## src/rtl/stopwatch_pkg.sv

```systemverilog
// Shared stopwatch types, digit limits and the seven-segment decoder.
// Segment patterns are active-low {g,f,e,d,c,b,a}.
package stopwatch_pkg;

  typedef enum logic [1:0] {IDLE, RUN, PAUSE, LAP} state_t;

  localparam logic [3:0] TENTHS_MAX   = 4'd9;
  localparam logic [3:0] SEC_ONES_MAX = 4'd9;
  localparam logic [3:0] SEC_TENS_MAX = 4'd5;
  localparam logic [3:0] MIN_ONES_MAX = 4'd9;

  localparam logic [6:0] SEG_BLANK = 7'h7F;
  localparam logic [6:0] SEG_ZERO  = 7'b1000000;

  function automatic logic [6:0] seg7(input logic [3:0] digit);
    logic [6:0] seg;
    case (digit)
      4'd0:    seg = 7'b1000000;
      4'd1:    seg = 7'b1111001;
      4'd2:    seg = 7'b0100100;
      4'd3:    seg = 7'b0110000;
      4'd4:    seg = 7'b0011001;
      4'd5:    seg = 7'b0010010;
      4'd6:    seg = 7'b0000010;
      4'd7:    seg = 7'b1111000;
      4'd8:    seg = 7'b0000000;
      4'd9:    seg = 7'b0010000;
      default: seg = SEG_BLANK;
    endcase
    return seg;
  endfunction

endpackage

```

## src/rtl/key_debounce.sv

```systemverilog
// Active-low key conditioning: 2-FF synchronizer, stable-count debouncer and
// a registered falling-edge detector giving one press pulse per accepted press.
module key_debounce import stopwatch_pkg::*; #(
  parameter int DB_CYCLES = 1_000_000
) (
  input  logic clk,
  input  logic n_rst,
  input  logic key_n,
  output logic press
);

  localparam int CNT_W = (DB_CYCLES > 1) ? $clog2(DB_CYCLES) : 1;
  localparam logic [CNT_W-1:0] CNT_LAST = CNT_W'(DB_CYCLES - 1);

  logic             sync1;
  logic             sync2;
  logic             level;
  logic             level_d;
  logic [CNT_W-1:0] count;

  // Levels reset to "released" so a key held through reset still yields one press.
  always_ff @(posedge clk) begin
    if (!n_rst) begin
      sync1   <= 1'b1;
      sync2   <= 1'b1;
      level   <= 1'b1;
      level_d <= 1'b1;
      count   <= '0;
      press   <= 1'b0;
    end else begin
      sync1 <= key_n;
      sync2 <= sync1;
      if (sync2 != level) begin
        if (count == CNT_LAST) begin
          level <= sync2;
          count <= '0;
        end else begin
          count <= count + 1'b1;
        end
      end else begin
        count <= '0;
      end
      level_d <= level;
      press   <= level_d & ~level;
    end
  end

endmodule

```

## src/rtl/stopwatch_ctrl.sv

```systemverilog
// Stopwatch controller: start/stop and lap/clear keys drive a M:SS.t counter
// advanced by a 10 Hz tick, with a lap hold register and registered HEX outputs.
module stopwatch_ctrl import stopwatch_pkg::*; #(
  parameter int FREQ      = 50_000_000,
  parameter int DB_CYCLES = 1_000_000
) (
  input  logic       clk,
  input  logic       n_rst,
  input  logic       key_ss,
  input  logic       key_lc,
  output logic       run,
  output logic       lap,
  output logic [6:0] HEX3,
  output logic [6:0] HEX2,
  output logic [6:0] HEX1,
  output logic [6:0] HEX0
);

  localparam int TICK_DIV = FREQ / 10;
  localparam int PRE_W    = (TICK_DIV > 1) ? $clog2(TICK_DIV) : 1;
  localparam logic [PRE_W-1:0] PRE_LAST = PRE_W'(TICK_DIV - 1);

  state_t            state;
  logic              p_ss;
  logic              p_lc;
  logic              counting;
  logic              tick;
  logic              clear;
  logic              capture;
  logic [PRE_W-1:0]  prescaler;
  logic [3:0]        tenths;
  logic [3:0]        sec_ones;
  logic [3:0]        sec_tens;
  logic [3:0]        min_ones;
  logic [15:0]       live_digits;
  logic [15:0]       lap_digits;
  logic [15:0]       shown;

  key_debounce #(.DB_CYCLES(DB_CYCLES)) u_key_ss (
    .clk   (clk),
    .n_rst (n_rst),
    .key_n (key_ss),
    .press (p_ss)
  );

  key_debounce #(.DB_CYCLES(DB_CYCLES)) u_key_lc (
    .clk   (clk),
    .n_rst (n_rst),
    .key_n (key_lc),
    .press (p_lc)
  );

  assign counting    = (state == RUN) || (state == LAP);
  assign tick        = counting && (prescaler == PRE_LAST);
  assign clear       = (state == PAUSE) && p_lc && !p_ss;
  assign capture     = (state == RUN) && p_lc && !p_ss;
  assign run         = counting;
  assign lap         = (state == LAP);
  assign live_digits = {min_ones, sec_tens, sec_ones, tenths};
  assign shown       = (state == LAP) ? lap_digits : live_digits;

  // Start/stop has priority whenever both presses arrive in the same cycle.
  always_ff @(posedge clk) begin
    if (!n_rst) begin
      state <= IDLE;
    end else begin
      case (state)
        IDLE:    if (p_ss) state <= RUN;
        RUN:     if (p_ss) state <= PAUSE; else if (p_lc) state <= LAP;
        LAP:     if (p_ss) state <= PAUSE; else if (p_lc) state <= RUN;
        PAUSE:   if (p_ss) state <= RUN;   else if (p_lc) state <= IDLE;
        default: state <= IDLE;
      endcase
    end
  end

  // A tick on the cycle that leaves RUN/LAP still lands, since it follows the current state.
  always_ff @(posedge clk) begin
    if (!n_rst || clear) begin
      prescaler <= '0;
      tenths    <= '0;
      sec_ones  <= '0;
      sec_tens  <= '0;
      min_ones  <= '0;
    end else if (counting) begin
      if (!tick) begin
        prescaler <= prescaler + 1'b1;
      end else begin
        prescaler <= '0;
        if (tenths != TENTHS_MAX) begin
          tenths <= tenths + 4'd1;
        end else begin
          tenths <= '0;
          if (sec_ones != SEC_ONES_MAX) begin
            sec_ones <= sec_ones + 4'd1;
          end else begin
            sec_ones <= '0;
            if (sec_tens != SEC_TENS_MAX) begin
              sec_tens <= sec_tens + 4'd1;
            end else begin
              sec_tens <= '0;
              min_ones <= (min_ones == MIN_ONES_MAX) ? 4'd0 : min_ones + 4'd1;
            end
          end
        end
      end
    end
  end

  always_ff @(posedge clk) begin
    if (!n_rst) begin
      lap_digits <= '0;
    end else if (capture) begin
      lap_digits <= live_digits;
    end
  end

  always_ff @(posedge clk) begin
    if (!n_rst) begin
      HEX3 <= SEG_ZERO;
      HEX2 <= SEG_ZERO;
      HEX1 <= SEG_ZERO;
      HEX0 <= SEG_ZERO;
    end else begin
      HEX3 <= seg7(shown[15:12]);
      HEX2 <= seg7(shown[11:8]);
      HEX1 <= seg7(shown[7:4]);
      HEX0 <= seg7(shown[3:0]);
    end
  end

endmodule

```

## config.mk

```make
export PLATFORM = sky130hd
export DESIGN_NAME = stopwatch_ctrl
export DESIGN_NICKNAME = d
export VERILOG_FILES = /design/src/rtl/stopwatch_pkg.sv /design/src/rtl/key_debounce.sv /design/src/rtl/stopwatch_ctrl.sv
export SDC_FILE = /design/constraint.sdc
export NUM_CORES = 1
export LEC_CHECK = 0
export BUFFER_PORTS_ARGS = -buffer_cell sky130_fd_sc_hd__buf_2
export CAP_MARGIN = 20
export CELL_PAD_IN_SITES_DETAIL_PLACEMENT = 0
export CELL_PAD_IN_SITES_GLOBAL_PLACEMENT = 2
export CORE_ASPECT_RATIO = 1.5
export CORE_MARGIN = 3
export CORE_UTILIZATION = 40
export DETAILED_ROUTE_END_ITERATION = 7
export MAX_ROUTING_LAYER = met4
export PLACE_DENSITY_LB_ADDON = 0.1
export RECOVER_POWER = 25
export SLEW_MARGIN = 20
export SYNTH_ARGS = -nofsm -noshare
export SYNTH_HDL_FRONTEND = slang
export SYNTH_SLANG_ARGS = --single-unit
```

## constraint.sdc

```tcl
create_clock -name clk -period 4.4 [get_ports clk]
set_input_delay 0.22 -clock clk [delete_from_list [all_inputs] [get_ports clk]]
set_output_delay 0.22 -clock clk [all_outputs]
set_load 0.02 [all_outputs]
```

==> results_dict.tcl <==
set metrics [dict create \
    status "finished, violations left" \
    failed_checks "max-capacitance violations, max-slew violations" \
    synthArstFlopShare_pct 0 \
    setup-tns-final_ns 0 \
    final_common_cell "dfxtp_1" \
    p_per_area_nw_per_um2 392 \
    cts.path.max_buffers 2 \
    finalClockSkew_ns 0.00908 \
    initialDrtViolationCount 145 \
    fillers 1474 \
    die_h_um 156 \
    grtUsageTotal_pct 16.9 \
    grt_max_degree 58 \
    finalCritPeriodShare_pct 66.2 \
    synth_area_leaders "dfxtp_1 (45%), nor2_1 (6.4%), xor2_1 (5.1%)" \
    fmax_ghz 0.343 \
    start_util_pct 41.1 \
    yosysSeqAreaShare_pct 44.9 \
    synth-edff-count 0 \
    rsz0062_at_grt "false" \
    cp.required_ns 4.71 \
    worst-r2r-setup-slack_ns 1.57 \
    worstSetupEndpointType "register" \
    cp_data_arrival_time_ns 3.22 \
    max_slew.worst_pin.slew_ns 2.18 \
    die_w_um 106 \
    syn-cell-area_sq_um 6020 \
    critical_path.top_delay_family "buffers and inverters" \
    clock_latency_ns 0.41 \
    io_buffers 33 \
    synth_cell_types 52 \
    root_buffer "clkbuf_16" \
    setup_viol 0 \
    clock-sinks 135 \
    max-vdd-ir-drop_uv 209 \
    antenna_left 0 \
    cts_setup_buffers 0 \
    dp_hpwl_mm 9.05 \
    hold_class "primary input to register" \
    synth.top_cell.area_share_pct 44.9 \
    avgViaCountPerCell 5.11 \
    worstSetupStartpointType "primary input" \
    synth-main-ff-cell "dfxtp_1" \
    slowest_delay_ns 1.50 \
    nNetsFinal 732 \
    core_sq_um 14700 \
    netlist_instances 699 \
    syn_nets 706 \
    grt_pass1_wl_mm 22.1 \
    cts_buffers 17 \
    path_cells "clkbuf_1, nand3_1, nor2_1" \
    slew-limit-headroom_pct -45.0 \
    hold_viol 0 \
    crit_slowest_cell "clkbuf_1" \
    synth_top_area_cell "dfxtp_1" \
    holdWs_ns 0.0409 \
    htree_num_levels 4 \
    cp_max_fo 57 \
    die_area_sq_um 16600 \
    cts.reportedPaths.clkPinSlew_ns 0.06 \
    slew_violations 58 \
    antenna_cells 0 \
    drive_gt1_share_pct 6.51 \
    finalCriticalPeriod_ns 2.91 \
    place.gp.congestion 0.802 \
    grt_pass1_vias 4760 \
    syn_to_final_growth_pct 15.0 \
    wirelength_mm 12.8 \
    vias 4770 \
    cp.buffers_inverters 1 \
    max_cap_viol_count 1 \
    synth-warning-count 0 \
    drc 0 \
    row_count 54 \
    io_pins 34 \
    crit_type "primary input to register" \
    most-common-layout-cells "dfxtp_1 (135), nor2_1 (102), nand2_1 (75), nand3_1 (36), xor2_1 (35)" \
    routedWlPerCell_um 13.7 \
    grt_overflow_total 0 \
    antenna_found_initial 0 \
    yosys_register_bits 135 \
    leakagePower_nw 2.46 \
    cts_tree "done" \
    drt_pass1_iterations 5 \
    syn_avg_cell_area_sq_um 8.62 \
]
[cells in the mapped netlist, drive strengths merged (15+ instances only)]
library cell	count
nor4	21
inv	18
clkbuf	26
nand2b	15
nand3	36
a21boi	29
o21ai	17
nor2	102
nand2	75
a21oi	25
and3	18
xor2	35
dfxtp	135
mux2i	20
xnor2	31
[layer usage]
metal	vias up	routed length [um]	global-route usage [%]
li1	2454	-	-
met1	2224	5210	16.8
met2	75	6970	32.0
met3	17	345	3.26
met4	0	272	6.54
met5	-	0	-
[stage by stage]
step | instances | cell area (sq um) | power [W] | utilization [%] | setup slack, ns
2_1_floorplan | 699 | 6020 | 0.00127 | - | 2.17
6_report | 933 | 6930 | 0.00272 | 47.3 | 1.49
4_1_cts | 933 | 6970 | 0.00276 | 47.5 | 1.57
3_5_place_dp | 901 | 6340 | 0.00128 | 43.3 | 1.59
5_1_grt | 933 | 6930 | 0.00282 | 47.3 | 0.877
3_3_place_gp | 901 | 6340 | 0.00128 | 43.3 | 1.64
[what timing repair did]
item	in CTS	in global routing
hold buffers	1	0
endpoints found under the hold margin	1	0
resized for setup	0	0
[where the power goes]
group | total (W) | leakage [nW] | switching (W) | internal (W)
Sequential | 0.00123 | 1.09 | 0.00000110 | 0.00122
Clock | 0.00147 | 0.291 | 0.000517 | 0.000948
Combinational | 0.0000254 | 1.08 | 0.0000175 | 0.00000791
Total | 0.00272 | 2.46 | 0.000536 | 0.00218
[worst paths after layout]
path | startpoint | end | cells past startpoint
max | n_rst | u_key_lc.count[1] | 3
min | key_lc | u_key_lc.sync1 | 2
max reg2reg | prescaler[0] | min_ones[1] | 6
min reg2reg | u_key_lc.level_d | u_key_lc.press | 2
[kinds of logic (layout without fill, tap and decap cells)]
| family | Yosys count | in the layout | share of synthesized area (%) |
|---|---|---|---|
| adder cells (fa/ha/maj) | 3 | 3 | 0.623 |
| multiplexers | 26 | 26 | 4.45 |
| AND/OR/NAND/NOR | 329 | 329 | 27.6 |
| XOR/XNOR | 66 | 66 | 9.60 |
| flip-flops | 135 | 135 | 44.9 |
| buffers and inverters | 48 | 86 | 3.05 |
| AO/OA/AOI/OAI | 92 | 92 | 9.80 |
[final cells by class]
type | count | area, sq um | share of cell area [%]
well taps | 196 | 245 | 3.54
repair buffers | 37 | 154 | 2.22
clock inverters | 11 | 175 | 2.53
clock buffers | 20 | 437 | 6.30
flip-flops and latches | 135 | 2700 | 39.0
multi-input cells | 516 | 3150 | 45.4
inverters | 18 | 67.6 | 0.975
[registers in the layout, summed over array words and instances (netlist names), 2 cells and up]
| name | flops |
|---|---|
| HEX2 | 7 |
| state | 2 |
| sec_tens | 4 |
| sec_ones | 4 |
| HEX1 | 7 |
| lap_digits | 16 |
| u_key_lc.count | 20 |
| u_key_ss.count | 20 |
| HEX0 | 7 |
| tenths | 4 |
| min_ones | 4 |
| HEX3 | 7 |
| prescaler | 23 |
Note: power is estimated with default switching activity, not from simulation.
